File: src/rtl/eth_rx_pkg.sv
// Shared constants, field offsets and helpers for the Ethernet receive header path.
package eth_rx_pkg;

  localparam int ETH_HEAD_BYTES     = 42;
  localparam int AXIS_BYTES         = 8;
  localparam int HEAD_LAST_BEAT     = 5;
  localparam int HEAD_PAYLOAD_BYTES = 6;

  localparam int HEAD_BITS    = ETH_HEAD_BYTES * 8;
  localparam int AXIS_BITS    = AXIS_BYTES * 8;
  localparam int PAYLOAD_BITS = HEAD_PAYLOAD_BYTES * 8;

  // Field offsets as byte indices into o_data_head; index n covers bits [n*8-1 -: 8],
  // so index 42 is the first byte on the wire.
  localparam int OFS_DST_MAC_HI   = 42;
  localparam int OFS_DST_MAC_LO   = 37;
  localparam int OFS_SRC_MAC_HI   = 36;
  localparam int OFS_SRC_MAC_LO   = 31;
  localparam int OFS_ETYPE_HI     = 30;
  localparam int OFS_ETYPE_LO     = 29;
  localparam int OFS_ARP_OPER_HI  = 22;
  localparam int OFS_ARP_OPER_LO  = 21;
  localparam int OFS_ARP_SPA_HI   = 14;
  localparam int OFS_ARP_SPA_LO   = 11;
  localparam int OFS_ARP_TPA_HI   = 4;
  localparam int OFS_ARP_TPA_LO   = 1;
  localparam int OFS_IP_VER_IHL   = 28;
  localparam int OFS_IP_PROTO     = 19;
  localparam int OFS_IP_SRC_HI    = 16;
  localparam int OFS_IP_SRC_LO    = 13;
  localparam int OFS_IP_DST_HI    = 12;
  localparam int OFS_IP_DST_LO    = 9;
  localparam int OFS_L4_HI        = 8;
  localparam int OFS_L4_LO        = 1;

  localparam logic [47:0] FPGA_MAC = 48'h211abcdef112;
  localparam logic [31:0] FPGA_IP  = 32'hC0000186;

  // Beat position within the frame; DRAIN covers every beat after the header.
  typedef enum logic [2:0] {
    BEAT0 = 3'd0,
    BEAT1 = 3'd1,
    BEAT2 = 3'd2,
    BEAT3 = 3'd3,
    BEAT4 = 3'd4,
    BEAT5 = 3'd5,
    DRAIN = 3'd6
  } beat_state_t;

  // Reorders an AXIS beat (lane 0 in the LSBs) so lane 0 lands in the MSBs.
  function automatic logic [AXIS_BITS-1:0] lanes_to_be(input logic [AXIS_BITS-1:0] d);
    logic [AXIS_BITS-1:0] r;
    for (int j = 0; j < AXIS_BYTES; j++) begin
      r[AXIS_BITS-1-8*j -: 8] = d[8*j +: 8];
    end
    return r;
  endfunction

  // Extracts one byte of a header vector by its offset index (42 = first wire byte).
  function automatic logic [7:0] head_byte(input logic [HEAD_BITS-1:0] head, input int idx);
    return head[idx*8-1 -: 8];
  endfunction

endpackage

File: src/rtl/eth_rx_header_capture_if.sv
// Receive AXI-Stream beat bundle from the MAC; no tready, the sink always accepts.
interface eth_rx_header_capture_if;
  logic        tvalid;
  logic [63:0] tdata;
  logic        tlast;
  logic [7:0]  tkeep;

  modport master (output tvalid, output tdata, output tlast, output tkeep);
  modport slave  (input  tvalid, input  tdata, input  tlast, input  tkeep);
endinterface

File: src/rtl/eth_rx_header_capture.sv
// Captures the 42-byte L2+L3 header of each received frame as a big-endian vector,
// plus the six payload bytes sharing the sixth beat.
//
// state | meaning
// BEAT0 | idle / expecting first beat of a frame (header bytes 0..7)
// BEAT1 | expecting header bytes 8..15
// BEAT2 | expecting header bytes 16..23
// BEAT3 | expecting header bytes 24..31
// BEAT4 | expecting header bytes 32..39
// BEAT5 | expecting bytes 40..41 plus payload 42..47; decides accept/discard
// DRAIN | header done, ignore beats until tlast
module eth_rx_header_capture
  import eth_rx_pkg::*;
(
  input  logic                       i_clk,
  input  logic                       i_reset,
  eth_rx_header_capture_if.slave     rx_axis,
  output logic [HEAD_BITS-1:0]       o_data_head,
  output logic                       o_data_head_valid,
  output logic                       o_data_head_frame_payload_valid,
  output logic [PAYLOAD_BITS-1:0]    o_data_head_frame_payload,
  output logic [HEAD_PAYLOAD_BYTES-1:0] o_data_head_frame_payload_keep
);

  beat_state_t          state_q, state_d;
  logic [HEAD_BITS-1:0] stage_q, stage_d;
  logic                 accept;

  // Beat position register; reset returns to the start of a frame.
  always_ff @(posedge i_clk or posedge i_reset) begin
    if (i_reset) begin
      state_q <= BEAT0;
    end else begin
      state_q <= state_d;
    end
  end

  // Next beat position: tlast always rewinds, otherwise advance and park in DRAIN.
  always_comb begin
    state_d = state_q;
    if (rx_axis.tvalid) begin
      if (rx_axis.tlast) begin
        state_d = BEAT0;
      end else begin
        case (state_q)
          BEAT0:   state_d = BEAT1;
          BEAT1:   state_d = BEAT2;
          BEAT2:   state_d = BEAT3;
          BEAT3:   state_d = BEAT4;
          BEAT4:   state_d = BEAT5;
          BEAT5:   state_d = DRAIN;
          DRAIN:   state_d = DRAIN;
          default: state_d = BEAT0;
        endcase
      end
    end
  end

  // Byte-lane mux into the staging vector; tkeep is deliberately ignored here so a
  // short keep on an early beat cannot corrupt the header alignment.
  always_comb begin
    stage_d = stage_q;
    accept  = 1'b0;
    if (rx_axis.tvalid) begin
      case (state_q)
        BEAT0: stage_d[HEAD_BITS-1        -: AXIS_BITS] = lanes_to_be(rx_axis.tdata);
        BEAT1: stage_d[HEAD_BITS-1-1*64   -: AXIS_BITS] = lanes_to_be(rx_axis.tdata);
        BEAT2: stage_d[HEAD_BITS-1-2*64   -: AXIS_BITS] = lanes_to_be(rx_axis.tdata);
        BEAT3: stage_d[HEAD_BITS-1-3*64   -: AXIS_BITS] = lanes_to_be(rx_axis.tdata);
        BEAT4: stage_d[HEAD_BITS-1-4*64   -: AXIS_BITS] = lanes_to_be(rx_axis.tdata);
        BEAT5: begin
          stage_d[15:0] = {rx_axis.tdata[7:0], rx_axis.tdata[15:8]};
          accept        = (rx_axis.tkeep[1:0] == 2'b11);
        end
        default: ;
      endcase
    end
  end

  // Staging register holds through tvalid gaps.
  always_ff @(posedge i_clk or posedge i_reset) begin
    if (i_reset) begin
      stage_q <= '0;
    end else begin
      stage_q <= stage_d;
    end
  end

  // Output registers: one-cycle pulses, header and payload held until the next accept.
  always_ff @(posedge i_clk or posedge i_reset) begin
    if (i_reset) begin
      o_data_head                     <= '0;
      o_data_head_valid               <= 1'b0;
      o_data_head_frame_payload_valid <= 1'b0;
      o_data_head_frame_payload       <= '0;
      o_data_head_frame_payload_keep  <= '0;
    end else begin
      o_data_head_valid               <= 1'b0;
      o_data_head_frame_payload_valid <= 1'b0;
      if (accept) begin
        o_data_head                     <= stage_d;
        o_data_head_valid               <= 1'b1;
        o_data_head_frame_payload_valid <= |rx_axis.tkeep[7:2];
        o_data_head_frame_payload       <= rx_axis.tdata[63:16];
        o_data_head_frame_payload_keep  <= rx_axis.tkeep[7:2];
      end
    end
  end

endmodule

File: src/flat_wrapper.sv
// flat-port wrapper written by rule: the top's interface ports become plain ports
module eth_rx_header_capture_flat import eth_rx_pkg::*;
  (i_clk, i_reset, o_data_head, o_data_head_valid, o_data_head_frame_payload_valid, o_data_head_frame_payload, o_data_head_frame_payload_keep, rx_axis_tvalid, rx_axis_tdata, rx_axis_tlast, rx_axis_tkeep);
  eth_rx_header_capture_if rx_axis_i ();
  input  logic i_clk;
  input  logic i_reset;
  output logic [HEAD_BITS-1:0] o_data_head;
  output logic o_data_head_valid;
  output logic o_data_head_frame_payload_valid;
  output logic [PAYLOAD_BITS-1:0] o_data_head_frame_payload;
  output logic [HEAD_PAYLOAD_BYTES-1:0] o_data_head_frame_payload_keep;
  input wire logic [$bits(rx_axis_i.tvalid)-1:0] rx_axis_tvalid;
  input wire logic [$bits(rx_axis_i.tdata)-1:0] rx_axis_tdata;
  input wire logic [$bits(rx_axis_i.tlast)-1:0] rx_axis_tlast;
  input wire logic [$bits(rx_axis_i.tkeep)-1:0] rx_axis_tkeep;
  assign rx_axis_i.tvalid = rx_axis_tvalid;
  assign rx_axis_i.tdata = rx_axis_tdata;
  assign rx_axis_i.tlast = rx_axis_tlast;
  assign rx_axis_i.tkeep = rx_axis_tkeep;
  eth_rx_header_capture u_core (.i_clk(i_clk), .i_reset(i_reset), .rx_axis(rx_axis_i), .o_data_head(o_data_head), .o_data_head_valid(o_data_head_valid), .o_data_head_frame_payload_valid(o_data_head_frame_payload_valid), .o_data_head_frame_payload(o_data_head_frame_payload), .o_data_head_frame_payload_keep(o_data_head_frame_payload_keep));
endmodule
File: config.mk
export PLATFORM = sky130hd
export DESIGN_NAME = eth_rx_header_capture_flat
export DESIGN_NICKNAME = d
export VERILOG_FILES = /design/src/rtl/eth_rx_pkg.sv /design/src/rtl/eth_rx_header_capture_if.sv /design/src/rtl/eth_rx_header_capture.sv /design/src/flat_wrapper.sv
export SDC_FILE = /design/constraint.sdc
export NUM_CORES = 1
export LEC_CHECK = 0
export BUFFER_PORTS_ARGS = -buffer_cell sky130_fd_sc_hd__buf_2
export CAP_MARGIN = 20
export CORE_MARGIN = 1.5
export CORE_UTILIZATION = 35
export CTS_BUF_LIST = sky130_fd_sc_hd__clkbuf_4 sky130_fd_sc_hd__clkbuf_8 sky130_fd_sc_hd__clkbuf_16
export DETAILED_ROUTE_END_ITERATION = 10
export GPL_ROUTABILITY_DRIVEN = 0
export PLACE_DENSITY_LB_ADDON = 0.25
export SLEW_MARGIN = 20
export SYNTH_ARGS = -nofsm -noshare
export SYNTH_HDL_FRONTEND = slang
export SYNTH_SLANG_ARGS = --single-unit
File: constraint.sdc
create_clock -name i_clk -period 38.7 [get_ports i_clk]
set_clock_uncertainty 0.2 [all_clocks]
set_input_delay 3.87 -clock i_clk [delete_from_list [all_inputs] [get_ports i_clk]]
set_output_delay 3.87 -clock i_clk [all_outputs]
set_load 0.02 [all_outputs]
# Yosys cells after proc, flatten, opt, wreduce, memory -nomap -nowiden
# Index checks and enable logic that the tools add are counted.
[totals]
ff_bits = 731
in_bits = 76
output_inout_bits = 392
wordCells = 30
[classes]
n_eq_ne = 7
n_mux = 13
n_reduce_logical = 3
[ops]
columns = ["op", "n"]
rows = [
  ["$mux 336", 1],
  ["$mux 64", 5],
  ["$pmux 3 s6", 1],
  ["$mux 16", 1],
  ["$eq 3x3->1 const B", 3],
  ["$eq 3x2->1 const B", 2],
  ["$reduce_or 6->1", 1],
  ["$mux 1", 4],
  ["$eq 3x1->1 const B", 1],
  ["$logic_not 3->1", 1],
  ["$mux 3", 1],
  ["$eq 2x2->1 const B", 1],
  ["$reduce_or 2->1", 1],
]

# Depth between registers and ports, before layout
# Gate-level depths: netlist (run 1).
[depth]
word_depth = 4
ltp_mapped = 8
depth_no_buf = 6

# Worst setup path before layout (run 1)
# No wires, ideal clock.
[synth_path]
path_type = "input port to flip-flop"
start = "input port rx_axis_tvalid"
end = "register u_core.o_data_head[148]"
setup_time_ns = 0.125
arrival_time_ns = 5.005
required_ns = 38.375
setup_slack_ns = 33.371
stages = 6
path_buffers = 3
cell_sequence = "buf_4 -> nand3b_1 -> buf_4 -> buf_6 -> mux2_2 -> mux2_2"
[synth_via]
elab_chain_len = 1
word_cells_on_any_way = 2
classes_between = "2 x mux"
[synth_lines]
columns = ["item", "line", "source"]
rows = [
  ["from (decl)", "flat_wrapper.sv:12", "input wire logic [$bits(rx_axis_i.tvalid)-1:0] rx_axis_tvalid;"],
  ["$mux 336", "eth_rx_header_capture.sv:64", "if (rx_axis.tvalid) begin"],
  ["via u_core.stage_d[148]", "eth_rx_header_capture.sv:26", "logic [HEAD_BITS-1:0] stage_q, stage_d;"],
  ["to (signal assigned)", "eth_rx_header_capture.sv:101", "o_data_head <= stage_d;"],
  ["to (decl)", "eth_rx_header_capture.sv:18", "output logic [HEAD_BITS-1:0] o_data_head,"],
]
# The timed path passes the listed nets, and every way through them passes these cells.
# A chain may end at the register's enable or synchronous reset.

# Final worst setup path (run 1)
[layout_path]
start = "input port rx_axis_tvalid"
end = "register u_core.o_data_head[142]"
[layout_via]
elab_chain_len = 1
word_cells_on_any_way = 2
classes_between = "2 x mux"
[layout_lines]
columns = ["item", "line"]
rows = [
  ["$mux 336 / $mux 1 (equally long branches)", "eth_rx_header_capture.sv:64"],
]
# Several ways; a longest one is shown, not always the timed one.

==> results.md, run 1 <==
* Pin count of the biggest net entering global routing at 174
* Synthesized area at 26710 um2
* Combinational Power Share at 17.3%
* RSZ-0062 raised after global routing: false
* H-Tree Depth at 3
* Post-CTS Setup Bufs at 0
* IO buf count at 467
* Router iterations before antenna repair at 4
* Final HPWL DP at 40640 um
* Worst Tran Pin Value at approximately 1.1 ns
* Top Family by Delay on Critical Path: buffers and inverters
* Yosys warning total at 0
* Grt total ovfl at 0
* Biggest area consumer among synthesized cells: dfrtp_1
* Max VDD drop at 32.50 uV
* Rows at just over 100
* Critical path capture point type: flip-flop
* Hold_ws at 0.2792 ns
* Most frequent cells in the layout: dfrtp_1 (715), mux2_2 (685), buf_2 (467), clkbuf_16 (80), mux2_1 (25)
* Startpoint types: primary input
* Filler Cell Count at 6851
* Antenna cells at 0
* Clk pwr share at roughly 36%
* Clock Pin Slew Worst Setup and Hold Paths at 0.06 ns
* Final WS setup at 31.12 ns
* Cell mode on critical path: buf_4
* Met1 Resource Use GR at roughly a fifth
* Vias after detailed routing at 14600
* Register area at 17890 um2
* Vias in the first global route at 15800
* Crit share post-route at 19.58%
* WS Path Type: primary input to flip-flop
* Worst slack at placement at between 30 and 40 ns
* Fin crit period at around 7.6 ns
* Drt drc at 0
* Post-Route Utilization at between 40 and 50%
* MaxCap Viol Count at 0
* Clock root buffer: clkbuf_16
* Number of synthesized register bits at 715
* Crit path max-delay cell type: buf_4
* Area occupied by multi-input gates at 8178 um2
* IO Pins at roughly 470
* Post-cts sizing count at 0
* Starting density of the core at 35.28%
* Hold-fix buffers, CTS at 0
* Status: finished, final reports clean
* Yosys cell types at 22
* Routed WL at between 60000 and 70000 um
* Synth Net Count at 1610
* Clock Latency Late Sink at 0.61 ns
* Sw power at 0.0005478 W
* Routed vias/inst at approximately 4.8
* Share of layout cells above drive strength 1 at between 60 and 70%
* DR WL/cell at a little over 20 um
* Top area cells in the synthesized netlist: dfrtp_1 (67%), mux2_2 (29%), mux2_1 (1.1%), buf_4 (1.0%), buf_6 (0.97%)
* GRT Max-Usage Layer: met2
* Total negative slack at 0 ns
* Crit path required time at just under 40 ns
* Final Hold Viols at 0
* DR iter-0 viols at 630
* Layout Nets at about 2100
* Register area share after synthesis at 66.99%
* CP max FO at 144
* Grt met2 use at between 20% and 30%
* Global-route wire length before repair at 97740 um
* Initial antenna violation count at 2
* Commonest non-fill, non-tap cell in the layout: dfrtp_1
* Post-route ant nets at 0
* Normalized max-slew margin at 29.15%
* Synth Instances at between 1500 and 2000
* CP max stage delay at about 0.88 ns
* Crit path buffers/inverters at 4
* Reg power frac at approximately 46%
* Setup violators final at 0
* Die height at ~280 um
* Post-synth top area share at 66.99%
* Clock sink total at 715
* Leak Pwr at roughly 17 nW
* Synth-to-layout area growth at 21.97%
* Die Wd at 279.2 um
* Switching Fraction at 25.77%
* Clock buffer depth at 3
* Worst path arrival time at between 7 and 8 ns
* Syn Area/Cell at roughly 17 um2
* CTS Buf Count at 80
* Met3 usage at 4.862%
* CTS tree: built
* Cell internal pwr at 0.001578 W
* HP Class: flip-flop to flip-flop
* Pwr per Cell Area at 65.27 nW/um2
* Die Area at 77980 um2
* All-Layer GR Usage at 16.28%
* Max-slew violation count at 0
* Core Area at between 70000 and 80000 um2
* Max Fclk at 132.0 MHz
* CP cell instances: buf_2, and3_1, nand3_4, clkinv_8, buf_4, buf_4, mux2_2
[worst reg2reg max path: cells and delay by family (launching register included)]
family                     cells  cell delay (ns)
muxes                          1             0.45
adders and majority gates      1             0.21
DFF                            1             0.40
and+or+nand+nor                2             0.79
buffers and inverters          4             2.64
[cells in the mapped netlist (all sizes together)]
cell type / count
nand3b: 4
dfrtp: 715
o2bb2ai: 1
nor2: 1
nand2: 1
o21ai: 1
nor4: 1
buf: 78
ha: 4
mux2: 710
nand2b: 1
o22ai: 2
nor3: 1
inv: 5
and3: 1
nand3: 2
a21oi: 2
[sequential cells by signal (all words and copies together) (netlist names)]
register and count:
u_core.o_data_head 336, u_core.o_data_head_frame_payload_keep 6, u_core.stage_q 320, u_core.o_data_head_frame_payload_valid 1
u_core.state_q 3, u_core.o_data_head_valid 1, u_core.o_data_head_frame_payload 48
[kinds of logic after synthesis]
family	after synthesis	synth area share (%)
buffers and inverters	83	2.417
multiplexers	710	29.94
AO/OA/AOI/OAI	6	0.1358
flip-flops	715	66.99
AND/OR/NAND/NOR	12	0.3326
adder cells (fa/ha/maj)	4	0.1874
[metrics by stage]
| stage | power [W] | cell area (um2) | instances |
|---|---|---|---|
| 5_1_grt | 0.002238 | 32580 | 3063 |
| 6_report | 0.002126 | 32580 | 3063 |
| 3_3_place_gp | 0.001350 | 29830 | 2917 |
| 3_5_place_dp | 0.001374 | 29830 | 2917 |
| 2_1_floorplan | 0.001266 | 26710 | 1530 |
| 4_1_cts | 0.002159 | 32570 | 3063 |
[power groups by stage]
stage	logic, W	clock network [W]	registers (W)
after floorplan	0.000234	0	0.00103
after global placement	0.000359	0	0.000991
after detailed placement	0.000374	0	0.00100
after CTS	0.000374	0.000797	0.000988
after global routing	0.000402	0.000829	0.00101
final	0.000369	0.000772	0.000986
[per-layer routing]
metal | vias up | routed length (um)
met1 | 7754 | 27180
met4 | 2 | 1612
met3 | 87 | 4187
met2 | 335 | 30330
li1 | 6420 | -
met5 | - | 11
[path summary, 6_finish.rpt]
kind / slack (ns) / start / end / depth (start not counted)
max: 31.12 / rx_axis_tvalid / u_core.o_data_head[142]$_DFFE_PP0P_ / 7
min: 0.28 / u_core.o_data_head[79]$_DFFE_PP0P_ / u_core.o_data_head[79]$_DFFE_PP0P_ / 1
max reg2reg: 33.91 / u_core.state_q[1]$_DFFE_PP0P_ / u_core.o_data_head[142]$_DFFE_PP0P_ / 8
min reg2reg: 0.28 / u_core.o_data_head[79]$_DFFE_PP0P_ / u_core.o_data_head[79]$_DFFE_PP0P_ / 1
max in group asynchronous: 31.91 / i_reset / u_core.o_data_head[309]$_DFFE_PP0P_ / 5
min in group asynchronous: 3.19 / i_reset / u_core.stage_q[20]$_DFF_PP0_ / 2
[layout make-up]
cell class / instances / share of cell area (%)
Timing Repair Buffer: 487 / 7.674
Inverter: 5 / 0.1191
Clock buffer: 118 / 7.290
Clock inverter: 28 / 1.133
Sequential cell: 715 / 54.92
Multi-Input combinational cell: 732 / 25.10
Tap cell: 978 / 3.756
(Power assumes the default switching activity.)
==> run 2, diff against run 1 <==
--- a/config.mk
+++ b/config.mk
@@ -5,6 +5,7 @@
 export SDC_FILE = /design/constraint.sdc
 export NUM_CORES = 1
 export LEC_CHECK = 0
+export ABC_AREA = 1
 export BUFFER_PORTS_ARGS = -buffer_cell sky130_fd_sc_hd__buf_2
 export CAP_MARGIN = 20
 export CORE_MARGIN = 1.5
==> constraint.sdc (replaced) <==
create_clock -name i_clk -period 6.6 [get_ports i_clk]
set_clock_uncertainty 0.2 [all_clocks]
set_input_delay 0.66 -clock i_clk [delete_from_list [all_inputs] [get_ports i_clk]]
set_output_delay 0.66 -clock i_clk [all_outputs]
set_load 0.02 [all_outputs]
==> run 2 against run 1 <==
First-iteration DRC count rose to 2.8 times the previous value; via count up 65%; total power increased to 6.8 times the previous value; hold slack lost 0.19 ns; largest power group unchanged; highest routed layer is now met4; clock power grew to 6.1 times the previous value; cell count is 63% higher.
==> results.md, run 2 <==
* Status: finished, final reports clean
* Leak Pwr at 20.06 nW (+18%)
* Combinational Power Share at 25.3% (+8.0 points)
* Biggest area consumer among synthesized cells: dfrtp_1
* Die height at 298.2 um (+6.8%)
* Global-route wire length before repair at 146500 um (+50%)
* H-Tree Depth at 3 (unchanged)
* Vias after detailed routing at 24100 (+65%)
* Hold_ws at 0.08567 ns (-0.1935 ns)
* IO buf count at 467 (unchanged)
* Final Hold Viols at 0 (unchanged)
* Wire length on met3 at 4668 um (+11%)
* Synth Net Count at 3510 (+120%)
* Grt total ovfl at 0 (unchanged)
* Worst slack at placement at 3.052 ns (-27.05 ns)
* Clock Pin Slew Worst Setup and Hold Paths at 0.06 ns (about the same)
* Synthesized area at 30510 um2 (+14%)
* Switching Fraction at 32.66% (+6.9 points)
* Crit path required time at 6.96 ns (-32.03 ns)
* CP max stage delay at 0.73 ns (-0.15 ns)
* Crit path max-delay cell type: buf_4
* Worst path arrival time at 4.04 ns (-3.83 ns)
* Area occupied by multi-input gates at 10140 um2 (+24%)
* Commonest non-fill, non-tap cell in the layout: nand2_1
* Starting density of the core at 35.22% (-0.063 points)
* Number of synthesized register bits at 715 (unchanged)
* Layout Nets at 3867 (+84%)
* Post-route ant nets at 0 (unchanged)
* Die Wd at 298.2 um (+6.8%)
* Normalized max-slew margin at 19.54% (-9.6 points)
* DR WL/cell at 18.73 um (-9.4%)
* Critical path capture point type: flip-flop
* Top flop regs: u_core.o_data_head x336, u_core.stage_q x320, u_core.o_data_head_frame_payload x48
* Die Area at 88940 um2 (+14%)
* Post-cts sizing count at 0 (unchanged)
* Post-CTS Setup Bufs at 0 (unchanged)
* Routed WL at 93700 um (+48%)
* Rows at 108 (+6.9%)
* WS Path Type: flip-flop to flip-flop
* Post-Route Utilization at 42.08% (-0.96 points)
* Clk pwr share at 32.4% (-3.9 points)
* Synth-to-layout area growth at 19.47%
* Clock root buffer: clkbuf_16
* Reg power frac at 42.3% (-4.1 points)
* EDFF count, synth at 0 (unchanged)
* Register area share after synthesis at 58.65% (-8.3 points)
* Sw power at 0.004730 W (+760%)
* Most frequent cells in the layout: nand2_1 (1051), dfrtp_1 (714), buf_2 (466), inv_1 (390), nand3_1 (322)
* Drt drc at 0 (unchanged)
* MaxCap Viol Count at 0 (unchanged)
* Total Power at 0.01449 W (+580%)
* Yosys warning total at 0 (unchanged)
* Yosys cell types at 19 (-14%)
* Routed vias/inst at 4.817 (+1.1%)
* Startpoint types: flip-flop
* Pin count of the biggest net entering global routing at 179 (+2.9%)
* CP max FO at 168 (+17%)
* Antenna cells at 0 (unchanged)
* Max VDD drop at 252.4 uV (+680%)
* Max Used Layer: met4
* Setup violators final at 0 (unchanged)
* HP Class: primary input to flip-flop
* RSZ-0062 raised after global routing: false
* Cell internal pwr at 0.009755 W (+520%)
* Prevailing post-synth register cell: dfrtp_1
* Leading cell types by count after synthesis: nand2_1 (1052), dfrtp_1 (715), inv_1 (391)
* Initial antenna violation count at 0 (-2)
* Hold-fix buffers, CTS at 1 (+1)
* Pwr per Cell Area at 397.4 nW/um2 (+510%)
* Clock sink total at 715 (unchanged)
* Filler Cell Count at 8688 (+27%)
* CTS tree: built
* Clock buffer depth at 3 (unchanged)
* CP cell instances: inv_1, ha_4, buf_4, nand3_2, nor2_4, buf_12, nand3_1, nand2_1
* Post-synth top area share at 58.65% (-8.3 points)
* Vias in the first global route at 23640 (+50%)
* Final WS setup at 2.921 ns (-28.20 ns)
* Top reg by flops: u_core.o_data_head
* Final HPWL DP at 53010 um (+30%)
* Total negative slack at 0 ns (unchanged)
* Fin crit period at 3.679 ns
* All-Layer GR Usage at 20.94% (+4.7 points)
* Worst Tran Pin Value at 1.207 ns (+0.1443 ns)
* DRT met1 WL at 43590 um (+60%)
* Count leader, synth: nand2_1
* Met2 Routed Length at 43670 um (+44%)
* CTS Buf Count at 81 (+1.3%)
* Clock Latency Late Sink at 0.62 ns (about the same)
* Syn Area/Cell at 8.894 um2 (-49%)
* IO Pins at 468 (unchanged)
* Top area cells in the synthesized netlist: dfrtp_1 (59%), nand2_1 (13%), and2_1 (6.6%), nand4_1 (6.6%), nand3_1 (5.3%)
* Core Area at 86620 um2 (+14%)
* DR iter-0 viols at 1787 (+180%)
* Max-slew violation count at 0 (unchanged)
* Max reg flops at 336 (unchanged)
* Max Fclk at 271.8 MHz
* Async S/R FF share, synth at 100.0% (unchanged)
* Crit share post-route at 55.75%
* Router iterations before antenna repair at 5 (+1)
* Synth Instances at 3430 (+120%)
* Share of layout cells above drive strength 1 at 17.07% (-46 points)
* Register area at 17900 um2 (about the same)
[run 2: path summary, 6_finish.rpt]
kind / start / to / slack, ns / cells after the start
min reg2reg: u_core.o_data_head_frame_payload_keep[0]$_DFFE_PP0P_ / u_core.o_data_head_frame_payload_keep[0]$_DFFE_PP0P_ / 0.27 / 2
max: u_core.state_q[1]$_DFFE_PP0P_ / u_core.o_data_head[127]$_DFFE_PP0P_ / 2.92 / 8
min: rx_axis_tkeep[5] / u_core.o_data_head_frame_payload_keep[3]$_DFFE_PP0P_ / 0.09 / 3
max in group asynchronous: i_reset / u_core.o_data_head[6]$_DFFE_PP0P_ / 4.01 / 5
min in group asynchronous: i_reset / u_core.o_data_head[100]$_DFFE_PP0P_ / 0.51 / 3
max reg2reg: u_core.state_q[1]$_DFFE_PP0P_ / u_core.o_data_head[127]$_DFFE_PP0P_ / 2.92 / 8
[run 2: logic make-up after synthesis]
family	count (synthesis)	share of synthesized area [%]
and+or+nand+nor	2026	31.61
DFF	715	58.65
buffers and inverters	617	8.453
AOI/OAI and AO/OA	68	1.120
adders and majority gates	4	0.1641
[run 2: power by group through the flow]
stage          Sequential, W  Combinational, W  Clock [W]
3_5_place_dp         0.00619           0.00368          0
6_report             0.00613           0.00367    0.00469
4_1_cts              0.00613           0.00371    0.00480
5_1_grt              0.00626           0.00413    0.00498
3_3_place_gp         0.00617           0.00363          0
2_1_floorplan        0.00663           0.00209          0
[run 2: metal layers]
layer  vias up  global-route usage, %
met5         -                      0
met4         0                  5.499
met3       100                  3.566
met2       589                  33.01
met1     11790                  29.79
li1      11630                      -
[run 2: area by class of cell]
type	instances	area share, %
flip-flops and latches	715	49.10
multi-input cells	2098	27.82
repair buffers	499	7.391
clock buffers	119	6.815
inverters	392	4.068
well taps	1155	3.965
clock inverters	25	0.8342
[run 2: worst max-delay path, delay by kind of cell, from the launching register on]
family        cells  cell delay, ns
fa+ha+maj         1            0.45
buf+inv           3            1.34
simple gates      4            0.70
flops             1            0.44
[run 2: through the flow]
stage	cells	instance area (um2)
finish	5003	36450
global route	5003	36450
CTS	5003	36440
detailed placement	4858	33640
global placement	4858	33640
floorplan	3430	30510
